$ cat src/rtl/fir_pkg.sv
// Shared definitions for the FIR blocks.
//   fir_state_t   : MAC engine sequencer states
//   fir_acc_width : accumulator width that can hold K full-precision
//                   products without overflow
package fir_pkg;

    typedef enum logic [1:0] {
        ST_IDLE  = 2'd0,
        ST_MAC   = 2'd1,
        ST_ROUND = 2'd2,
        ST_HOLD  = 2'd3
    } fir_state_t;

    // One product needs dw+cw bits; summing k of them needs clog2(k) more.
    function automatic int fir_acc_width(input int dw, input int cw, input int k);
        return dw + cw + $clog2(k);
    endfunction

endpackage

$ cat src/rtl/fir_round_sat.sv
// Combinational output stage: round-half-up by FRAC_BITS, then saturate
// to a signed OUT_WIDTH result.
//   acc_in : signed ACC_WIDTH accumulator value
//   y      : signed OUT_WIDTH rounded and saturated value
module fir_round_sat #(
    parameter int ACC_WIDTH = 35,
    parameter int FRAC_BITS = 15,
    parameter int OUT_WIDTH = 16
) (
    input  logic signed [ACC_WIDTH-1:0] acc_in,
    output logic signed [OUT_WIDTH-1:0] y
);

    // One guard bit so adding the half-LSB can never wrap.
    localparam logic signed [ACC_WIDTH:0] HALF =
        {{ACC_WIDTH{1'b0}}, 1'b1} << (FRAC_BITS - 1);
    localparam logic signed [ACC_WIDTH:0] OUT_MAX =
        {{(ACC_WIDTH + 2 - OUT_WIDTH){1'b0}}, {(OUT_WIDTH - 1){1'b1}}};
    localparam logic signed [ACC_WIDTH:0] OUT_MIN =
        {{(ACC_WIDTH + 2 - OUT_WIDTH){1'b1}}, {(OUT_WIDTH - 1){1'b0}}};

    logic signed [ACC_WIDTH:0] biased;
    logic signed [ACC_WIDTH:0] shifted;

    always_comb begin
        biased  = {acc_in[ACC_WIDTH-1], acc_in} + HALF;
        // Arithmetic shift of (x + half) floors, giving round-half-up.
        shifted = biased >>> FRAC_BITS;
        if (shifted > OUT_MAX) begin
            y = OUT_MAX[OUT_WIDTH-1:0];
        end else if (shifted < OUT_MIN) begin
            y = OUT_MIN[OUT_WIDTH-1:0];
        end else begin
            y = shifted[OUT_WIDTH-1:0];
        end
    end

endmodule

$ cat src/rtl/fir_mac_engine.sv
// Time-multiplexed FIR MAC engine: one tap per cycle over K cycles, then
// one rounding cycle, then holds the result until the consumer takes it.
//   clk, rst         : clock, synchronous active-high reset
//   start / ready    : begin a computation (accepted only while ready)
//   tap_index        : tap select to the external sample selector and ROM
//   sample_in/coef_in: x[n-tap_index] and h[tap_index], same cycle
//   y_out / y_valid  : registered result and valid, y_ready handshake
module fir_mac_engine
    import fir_pkg::*;
#(
    parameter int DATA_WIDTH = 16,
    parameter int COEF_WIDTH = 16,
    parameter int K          = 8,
    parameter int FRAC_BITS  = 15,
    parameter int OUT_WIDTH  = 16
) (
    input  logic                          clk,
    input  logic                          rst,
    input  logic                          start,
    output logic                          ready,
    output logic [$clog2(K)-1:0]          tap_index,
    input  logic signed [DATA_WIDTH-1:0]  sample_in,
    input  logic signed [COEF_WIDTH-1:0]  coef_in,
    output logic signed [OUT_WIDTH-1:0]   y_out,
    output logic                          y_valid,
    input  logic                          y_ready
);

    localparam int ACC_WIDTH = fir_acc_width(DATA_WIDTH, COEF_WIDTH, K);
    localparam int PROD_W    = DATA_WIDTH + COEF_WIDTH;
    localparam int TAP_W     = $clog2(K);
    localparam logic [TAP_W-1:0] LAST_TAP = TAP_W'(K - 1);

    fir_state_t                  state_reg, state_next;
    logic [TAP_W-1:0]            tap_reg, tap_next;
    logic signed [ACC_WIDTH-1:0] acc_reg, acc_next;
    logic signed [OUT_WIDTH-1:0] y_out_reg, y_out_next;
    logic                        y_valid_reg, y_valid_next;

    logic signed [PROD_W-1:0]    product;
    logic signed [ACC_WIDTH-1:0] product_ext;
    logic signed [OUT_WIDTH-1:0] rounded;

    assign product     = sample_in * coef_in;
    assign product_ext = {{(ACC_WIDTH - PROD_W){product[PROD_W-1]}}, product};

    fir_round_sat #(
        .ACC_WIDTH (ACC_WIDTH),
        .FRAC_BITS (FRAC_BITS),
        .OUT_WIDTH (OUT_WIDTH)
    ) u_round_sat (
        .acc_in (acc_reg),
        .y      (rounded)
    );

    always_ff @(posedge clk) begin
        if (rst) begin
            state_reg   <= ST_IDLE;
            tap_reg     <= '0;
            acc_reg     <= '0;
            y_out_reg   <= '0;
            y_valid_reg <= 1'b0;
        end else begin
            state_reg   <= state_next;
            tap_reg     <= tap_next;
            acc_reg     <= acc_next;
            y_out_reg   <= y_out_next;
            y_valid_reg <= y_valid_next;
        end
    end

    always_comb begin
        state_next   = state_reg;
        tap_next     = tap_reg;
        acc_next     = acc_reg;
        y_out_next   = y_out_reg;
        y_valid_next = y_valid_reg;
        case (state_reg)
            ST_IDLE: begin
                if (start) begin
                    acc_next   = '0;
                    tap_next   = '0;
                    state_next = ST_MAC;
                end
            end
            ST_MAC: begin
                acc_next = acc_reg + product_ext;
                if (tap_reg == LAST_TAP) begin
                    tap_next   = '0;
                    state_next = ST_ROUND;
                end else begin
                    tap_next = tap_reg + TAP_W'(1);
                end
            end
            ST_ROUND: begin
                y_out_next   = rounded;
                y_valid_next = 1'b1;
                state_next   = ST_HOLD;
            end
            ST_HOLD: begin
                // start is deliberately not looked at here, even on the
                // transfer cycle; a new run needs ready high first.
                if (y_ready) begin
                    y_valid_next = 1'b0;
                    state_next   = ST_IDLE;
                end
            end
            default: state_next = ST_IDLE;
        endcase
    end

    assign ready     = (state_reg == ST_IDLE);
    assign tap_index = tap_reg;
    assign y_out     = y_out_reg;
    assign y_valid   = y_valid_reg;

endmodule

$ cat config.mk
export PLATFORM = sky130hd
export DESIGN_NAME = fir_mac_engine
export DESIGN_NICKNAME = d
export VERILOG_FILES = /design/src/rtl/fir_pkg.sv /design/src/rtl/fir_round_sat.sv /design/src/rtl/fir_mac_engine.sv
export SDC_FILE = /design/constraint.sdc
export NUM_CORES = 1
export LEC_CHECK = 0
export CORE_AREA = 5 5 212 162
export CTS_CLUSTER_DIAMETER = 120
export DETAILED_ROUTE_END_ITERATION = 10
export DIE_AREA = 0 0 217 167
export PLACE_DENSITY = 0.58
export SLEW_MARGIN = 20
export SYNTH_ARGS = -nofsm -noshare
export SYNTH_HDL_FRONTEND = slang
export SYNTH_HIERARCHICAL = 1
export SYNTH_SLANG_ARGS = --single-unit
$ cat constraint.sdc
create_clock -name clk -period 8.17 [get_ports clk]
set_input_delay 1.634 -clock clk [delete_from_list [all_inputs] [get_ports clk]]
set_output_delay 1.634 -clock clk [all_outputs]
set_load 0.01 [all_outputs]
## After elaboration in Yosys (flattened, before gate mapping)

Index checks and enable logic that the tools add are counted.

| storage, ports and cells | value |
|---|---|
| bits in registers | 57 |
| logic and storage cells | 37 |

| cells by class | value |
|---|---|
| add/subtract/negate cells | 3 |
| $mul | 1 |
| $lt $le $gt $ge | 2 |
| eq/ne operators | 7 |
| multiplexer cells | 13 |
| reduce and logical (&&, ||, !) cells | 6 |

Operators by type and width:

| operator | count |
|---|---|
| one-hot mux 35 bit (2 select lines) | 1 |
| adder 35 x 16 -> 36 bit, second input constant | 1 |
| adder 35 x 32 -> 35 bit | 1 |
| two-way mux 35 bit | 1 |
| multiplier 16 x 16 -> 32 bit | 1 |
| two-way mux 16 bit | 2 |
| > comparator 21 x 16 -> 1 bit, second input constant | 1 |
| less-than comparator 21 x 16 -> 1 bit, second input constant | 1 |
| one-hot mux 2 bit (4 select lines) | 1 |
| two-way mux 2 bit | 3 |
| two-way mux 3 bit | 2 |
| != test 2 bit, second input constant | 3 |
| one-hot mux 3 bit (2 select lines) | 1 |
| equality test 2 bit, second input constant | 2 |
| AND reduction 2 bit | 2 |
| nonzero test 2 bit | 2 |
| adder 3 x 1 -> 3 bit, second input constant | 1 |
| equality test 3 bit, second input constant | 1 |
| AND reduction 3 bit | 1 |
| equality test 2 x 1 -> 1 bit, second input constant | 1 |
| logical NOT 2 bit | 1 |
| one-hot mux 1 bit (2 select lines) | 1 |
| two-way mux 1 bit | 1 |

## Depth between registers and ports, before layout

Gate-level depths: netlist of the first run.

| depth | value |
|---|---|
| word-level depth | 4 |
| mapped depth | 24 |
| mapped depth without buffers | 23 |

## Cells and area by module

The synthesis of the first run kept the hierarchy.

Modules (own cells, without submodules):

| module | times used | cells an instance | area each (µm²) | seq. area each (µm²) |
|---|---|---|---|---|
| fir_mac_engine | 1 | 1460 | 13575.5 | 1141.1 |
| fir_round_sat | 1 | 81 | 620.6 | 0.0 |

## Worst setup path before layout of the first run

Ideal clock, no wire load.

| timing | value |
|---|---|
| kind | in2reg |
| start point | in sample_in[15] |
| end point | reg acc_reg[34] |
| data arrival time | 7.246 ns |
| setup slack | 0.800 ns |
| cell stages on the path | 22 |
| cells stage by stage | clkbuf_1 > nand2_1 > inv_1 > fa_1 > fa_1 > fa_1 > fa_1 > fa_1 > inv_1 > fa_1 > inv_1 > ha_1 > buf_6 > a21o_1 > a21o_1 > a21o_1 > a21o_1 > a21o_1 > a31oi_1 > a21boi_2 > xnor2_1 > o21ai_1 |

| between the ends | value |
|---|---|
| word-level cells in the longest chain between the ends | 3 |

Ends and longest elaborated chain:

| item | line | source |
|---|---|---|
| from (decl) | fir_mac_engine.sv:22 | `input logic signed [DATA_WIDTH-1:0] sample_in,` |
| multiplier 16 x 16 -> 32 bit | fir_mac_engine.sv:44 | `assign product = sample_in * coef_in;` |
| adder 35 x 32 -> 35 bit | fir_mac_engine.sv:87 | `acc_next = acc_reg + product_ext;` |
| one-hot mux 35 bit (2 select lines) | fir_mac_engine.sv:78 | `case (state_reg)` |
| to (signal assigned) | fir_mac_engine.sv:66 | `acc_reg <= acc_next;` |
| to (decl) | fir_mac_engine.sv:36 | `logic signed [ACC_WIDTH-1:0] acc_reg, acc_next;` |

Every way passes these cells.
A chain may end at the register's enable or synchronous reset.

## Worst setup path in the final report of the first run

| timing | value |
|---|---|
| start point | in sample_in[9] |
| end point | reg acc_reg[27] |

Same word-level chain as after synthesis.

==> impl_summary.md, run 1 <==
Run status
The flow ran to the end, and the final reports show no timing, DRC or antenna violations.

Die
The initialized floorplan defines 57 standard-cell rows. The height of the die is around 170 um. For this design the top-level I/O count stands at 57. The die footprint is 36200 um^2. The core footprint is 32000 um^2. The width of the die is around 220 um.

The initial utilization of the core area, before any placement, comes to 0.443.

Setup path
The category of the worst setup path launch point is an input pin. Data on the critical path is required at its endpoint by ~8.4 ns. STA classifies the critical path endpoint as a register.

The class of the most critical setup path is input pin to register. The largest driver fanout on the critical path is 9. The data arrival time of the critical path is between 7 and 8 ns.

Logic synthesis
The net count after synthesis is 1998. The dominant register cell in the synthesized netlist is dfxtp_1. Counting flops and latches in the post-synthesis netlist gives between 50 and 60. The area of the mapped netlist is 14200 um^2. In the post-synthesis netlist, the biggest area contributors are fa_1 44%, inv_1 9.8%, ha_1 9.8%. Of the post-synthesis cell area, the dominant cell type holds 0.437. The share of the Yosys chip area taken by registers is 0.0804. A synthesized cell averages around 9.2 um^2.

The number of distinct standard cells referenced by the synthesized netlist is 72. Counting flops with an async set or reset pin after synthesis yields a share of 0. The largest total area in the synthesized netlist belongs to fa_1.

The Yosys warning count is 6. The number of standard cells after synthesis is between 1.5k and 2k. Yosys mapped a number of flops with a built-in enable equal to 0.

Detailed routing
After detailed routing, the total wire length is 33.1 mm. The average detailed-routed wire length per instance is between 15 and 20 um. The number of DRC markers after the initial detailed-route iteration is between 400 and 500. The first detailed-routing pass took 5 iterations.

The mean number of vias per cell is just under 5. The number of vias in the routed layout is roughly 10k. In the routed design, unresolved DRC markers number 0. The remaining number of nets flagged by the antenna check after routing is 0.

STA
The clock period minus final worst setup slack is between 7 and 8 ns. For the final database, setup skew stands at 0.00453 ns. The total count of max-transition violations in the final report is 0. The pin slew with the least headroom to its limit is roughly 0.97 ns. The number of failing setup endpoints in the final timing report is 0. The maximum operating frequency is approximately 130 MHz. The worst slew margin relative to its limit is 0.356. The aggregate negative setup slack is 0 ns. The final clock period utilization by the worst path is 0.956. The count of final hold-check violations is 0. Setup repair after global routing left no endpoint under its margin.

Final layout
The register with the most flip-flops in the layout has 35 of them. Relative to the synthesized area, the layout overhead comes to 11.2%. The fraction of final layout cells sized beyond drive strength 1 is 0.0722. For this run, the post-layout net count is roughly 2.1k. The top cell types in the final layout, fill and taps aside, are 371 x inv_1, 310 x fa_1, 163 x nand2_1. Leaving out fill and tap cells, the most frequent cell in the layout is inv_1.

The count of inserted antenna diode cells is 0.

Clock network
TritonCTS built the clock tree. TritonCTS created 9 clock buffers. The maximum number of buffers from clock root to sink is 2. The worst-skew pair later-pin latency is approximately 0.32 ns. The cell at the root of the clock tree is clkbuf_16. The clock sink count is between 50 and 60.

CTS built an H-tree with a depth of 3. Buffers inserted to repair hold after CTS numbered 0. After clock tree synthesis, the clock-pin slew on the worst setup and hold paths is around 0.050 ns.

Worst hold path
The tightest min-delay check is of the register to register type.

Global routing
For this run, the total global-route usage over all layers was measured as 0.198. Summed over all layers, the global routing overflow is 0. Entering global routing, the biggest net connects between 40 and 50 pins.

The via count of the first global-routing pass is around 11k. The first global-routing pass estimated approximately 59 mm of wire. The initial antenna violation count is 1.

Place
The weighted congestion reported at the end of routability-driven placement is 0.833. The number of I/O port buffers is 56. The placed wire-length estimate after detailed placement is around 29 mm.

Job
Max-cap violations in this run came to 0.
metal layers:
layer  vias up  GRT usage  part of all wire
li1       4768          -                 -
met1      5097      0.330              0.54
met2       193      0.282              0.40
met3        19     0.0236             0.044
met4         0     0.0231            0.0065
met5         -          0                 0
synthesized netlist by cell type (3+ instances only):
cell and count:
a22oi_1 15, xnor2_1 28, mux2i_1 19, nand2_1 163, a21oi_1 30, nor2_1 70
o21bai_1 4, nand4_1 6, and2_1 125, a211oi_1 5, o21ai_0 11, buf_6 4
nor3_1 6, a211oi_2 3, nand3_1 12, dfxtp_1 57, clkbuf_1 44, a21o_1 12
o21ai_1 28, xor2_1 24, ha_1 111, a21oi_2 10, inv_1 371, nand2b_1 7
o21a_1 3, fa_1 310, nor2b_1 4, a31oi_1 5
worst paths after layout:
| kind | start | endpoint | slack (ns) | cells past startpoint |
|---|---|---|---|---|
| max | sample_in[9] | acc_reg[27] | 0.36 | 23 |
| min | acc_reg[7] | acc_reg[7] | 0.47 | 2 |
| max reg2reg | acc_reg[15] | acc_reg[27] | 2.79 | 19 |
| min reg2reg | acc_reg[7] | acc_reg[7] | 0.47 | 2 |
cell type report:
class,count,area [um^2]
Multi-Input combinational cell,1059,11400
Timing Repair Buffer,120,1050
Fill cell,3065,16200
Tap cell,413,517
Clock buffer,14,264
Sequential cell,57,1140
Inverter,371,1390
worst max-delay path, cell delays in order:
cell and delay, ns:
clkdlybuf4s50_1 0.74, buf_4 0.25, nand2_1 0.09, fa_1 0.52
inv_1 0.06, fa_1 0.52, fa_1 0.45, fa_1 0.59
fa_1 0.58, inv_1 0.06, fa_1 0.54, inv_1 0.05
ha_1 0.31, buf_4 0.16, nor3_1 0.13, nor2_1 0.08
o41ai_2 0.06, a31oi_1 0.21, or3b_1 0.40, a21o_1 0.17
a21oi_1 0.16, xor2_1 0.16, o21ai_1 0.07
logic make-up after synthesis:
logic type               synth area share
AO/OA/AOI/OAI                      0.0745
XOR/XNOR                           0.0321
adder cells (fa/ha/maj)             0.535
buffers and inverters               0.116
flip-flops                         0.0804
multiplexers                       0.0134
AND/OR/NAND/NOR                     0.149
stage by stage:
stage           util  worst slack, ns  area [um^2]  hold slack, ns  std cells
2_1_floorplan      -            0.800        14200           0.432       1541
3_3_place_gp   0.484           0.0747        15500           0.462       2020
3_5_place_dp   0.484           0.0213        15500           0.469       2020
4_1_cts        0.493            0.332        15800           0.474       2034
5_1_grt        0.493           0.0103        15800           0.499       2034
6_report       0.493            0.359        15800           0.469       2034
what timing repair did:
item                                    in CTS  in global routing
hold endpoints to repair                     0                  0
endpoints found under the setup margin       0                  1
setup buffers                                0                  0
gates resized for setup                      0                  3
Power of run 1 is not shown: default switching activity piles up to over one toggle a cycle in this logic, so the estimate is an artifact.
==> run 2, diff against run 1 <==
--- a/config.mk
+++ b/config.mk
@@ -10,7 +10,7 @@
 export DETAILED_ROUTE_END_ITERATION = 10
 export DIE_AREA = 0 0 217 167
 export PLACE_DENSITY = 0.58
-export SLEW_MARGIN = 20
+export SLEW_MARGIN = 25
 export SYNTH_ARGS = -nofsm -noshare
 export SYNTH_HDL_FRONTEND = slang
 export SYNTH_HIERARCHICAL = 1
==> results of run 2 <==
No change in the layout: final DEF, timing and power equal those of run 1.
Power of run 2 is left out for the same reason.
==> run 3, diff against run 2 <==
--- a/config.mk
+++ b/config.mk
@@ -6,6 +6,7 @@
 export NUM_CORES = 1
 export LEC_CHECK = 0
 export CORE_AREA = 5 5 212 162
+export CTS_BUF_LIST = sky130_fd_sc_hd__clkbuf_16
 export CTS_CLUSTER_DIAMETER = 120
 export DETAILED_ROUTE_END_ITERATION = 10
 export DIE_AREA = 0 0 217 167
==> impl_summary.md, run 3 (synthesized netlist as in run 1, its figures left out) <==
Run status
Outcome: finished clean (unchanged).

Job
The max-cap check violation count is 0 (unchanged).

Setup path
Cells traversed along the worst timing path: clkdlybuf4s50_1 > buf_4 > nand2_1 > fa_1 > inv_1 > fa_1 > fa_1 > fa_1 > fa_1 > inv_1 > fa_1 > inv_1 > ha_1 > buf_4 > nor3_1 > nor2_1 > o41ai_2 > a31oi_1 > or3b_1 > a21o_1 > a21oi_1 > xor2_1 > o21ai_1 (unchanged). The largest incremental delay on the critical path came to 0.74 ns (about the same). The register-to-register setup slack is 2.79 ns (about the same). The category of the worst setup path launch point is an input pin (unchanged).

The largest driver fanout on the critical path is 9 (unchanged). The most common cell type on the critical path was fa_1 (unchanged). The data required time of the critical path came to 8.35 ns (about the same).

The master of the slowest instance on the critical path is clkdlybuf4s50_1 (unchanged). The number of buffer and inverter instances along the worst setup path is 6 (unchanged). The class of the most critical setup path is input pin to register (unchanged). The data arrival time of the critical path is 7.99 ns (about the same). The capturing element type of the critical path is a register (unchanged).

The family of cells with the greatest summed delay on the critical path is adder cells (unchanged).

Final layout
The fraction of final layout cells sized beyond drive strength 1 is 0.0709 (was 0.0722). The layout filler cell count is 3067 (was 3065). The area occupied by multi-input gates is 11400 um^2 (unchanged). Most used cells in the layout excluding fill and tap cells: 374 x inv_1, 310 x fa_1, 163 x nand2_1 (was 371 x inv_1, 310 x fa_1, 163 x nand2_1). The number of nets in the layout is 2075 (unchanged).

The register area is 1140 um^2 (unchanged). The number of flip-flops in the largest register is 35 (unchanged). The most frequent standard cell in the layout excluding fill and tap cells is inv_1 (unchanged).

The layout overhead on the synthesized area came to 11.0% (was 11.2%). The count of inserted antenna diode cells is 0 (unchanged).

Clock network
The clock-pin transition on the worst setup and hold timing paths is 0.05 ns (about the same). The count of H-tree levels built during CTS came to 3 (unchanged). The number of buffers inserted by post-CTS setup repair is 0 (unchanged).

The number of gates given a new drive strength after cts came to 0 (unchanged). The clock tree from TritonCTS is built (unchanged). The maximum number of buffers from clock root to sink is 2 (unchanged).

The cell at the root of the clock tree is clkbuf_16 (unchanged). The number of buffers added by the clock tree synthesis step was 9 (unchanged). The count of hold-fix buffers inserted at cts is 0 (unchanged). The clock sink count is 57 (unchanged). The worst-skew pair later-pin latency is 0.32 ns (about the same).

STA
The maximum operating frequency came to 128 MHz (about the same). The final clock period utilization by the worst path is 0.956 (about the same). The post-route clock skew was 0.00493 ns (was 0.00453 ns).

The clock period minus final worst setup slack is 7.81 ns (about the same). The worst slew margin relative to its limit is 0.354 (was 0.356). The number of failing setup endpoints in the final timing report is 0 (unchanged). The count of final hold-check violations came to 0 (unchanged). The total count of max-transition violations in the final report is 0 (unchanged).

The aggregate negative setup slack is 0 ns (unchanged). RSZ-0062 raised after global routing: no (unchanged). The pin slew with the least headroom to its limit is 0.969 ns (was 0.966 ns).

Detailed routing
The uppermost signal routing layer after detailed routing is met4 (unchanged). The number of vias in the routed layout is 10.1k (unchanged). The number of DRC markers after the initial detailed-route iteration is 447 (unchanged). The sum of met3 wire segment lengths after detailed routing is 1.50 mm (was 1.47 mm).

The detailed-routing iteration count for the pre-antenna-repair pass is 5 (unchanged). The mean number of vias per cell is 4.95 (unchanged). The post-route DRC violation count was 0 (unchanged).

The remaining number of nets flagged by the antenna check after routing is 0 (unchanged). The met2 wirelength from detailed routing came to 13.4 mm (about the same). The average detailed-routed wire length per instance was 16.3 um (about the same). The routed wire length is 33.1 mm (about the same). The total routed wire length on the met1 layer was 18.0 mm (about the same).

Global routing
The global-route wire length before repair came to 58.8 mm (unchanged). The initial antenna violation count came to 1 (unchanged). The via count of the first global-routing pass is 11.2k (unchanged). The maximum number of pins on one net before global-route repair is 42 (unchanged).

The total routing resource utilization after global routing came to 0.198 (unchanged). The remaining global-route overflow came to 0 (unchanged).

Place
The weighted congestion reported at the end of routability-driven placement came to 0.833 (unchanged). The number of I/O port buffers was 56 (unchanged). The placed wire-length estimate after detailed placement came to 29.3 mm (unchanged).

Die
The I/O pin count is 57 (unchanged). The core footprint is 32000 um^2 (unchanged). The count of standard-cell rows is 57 (unchanged).

The die footprint is 36200 um^2 (unchanged). The initial core utilization is 0.443 (unchanged). The width of the die is 217 um (unchanged). The height of the die was 167 um (unchanged).

Worst hold path
The type of the most critical hold path is register to register (unchanged).
==> run 3: cell types whose count changed in the layout (fill, tap and decap cells not counted) <==
cell / before / now
clkbuf_1: 3 / 0
inv_1: 371 / 374
clkbuf_8: 2 / 0
clkinv_1: 0 / 2
==> run 3: layout make-up <==
class / count / share of cell area
timing repair buffer: 120 / 0.0665
multi-input combinational: 1059 / 0.724
sequential: 57 / 0.0724
inverter: 371 / 0.0884
clock inverter: 5 / 0.00119
tap: 413 / 0.0328
clock buffer: 9 / 0.0143
==> run 3: final timing paths <==
path,cells past startpoint,startpoint,endpoint
worst max-delay path,23,sample_in[9],acc_reg[27]
worst min-delay path,2,acc_reg[7],acc_reg[7]
worst max register to register,19,acc_reg[15],acc_reg[27]
worst min register to register,2,acc_reg[7],acc_reg[7]
==> run 3: worst reg2reg max path, delay by kind of cell (launching register included) <==
family | cells | cell delay, ns
XOR/XNOR | 1 | 0.16
flip-flops | 1 | 0.39
buffers and inverters | 4 | 0.29
AND/OR/NAND/NOR | 2 | 0.48
adder cells (fa/ha/maj) | 6 | 2.90
AO/OA/AOI/OAI | 6 | 1.02
==> run 3: through the flow <==
stage / hold slack [ns] / worst slack, ns / utilization / area [um^2] / std cells
4_1_cts: 0.474 / 0.333 / 0.492 / 15800 / 2034
3_3_place_gp: 0.462 / 0.0747 / 0.484 / 15500 / 2020
3_5_place_dp: 0.469 / 0.0213 / 0.484 / 15500 / 2020
2_1_floorplan: 0.432 / 0.800 / - / 14200 / 1541
6_report: 0.470 / 0.359 / 0.492 / 15800 / 2034
5_1_grt: 0.499 / 0.0106 / 0.492 / 15800 / 2034
==> run 3: routing by layer <==
layer,global-route usage,up-vias
li1,-,4768
met2,0.282,197
met1,0.330,5093
met5,0,-
met4,0.0231,0
met3,0.0236,19
Power of run 3 is left out for the same reason.
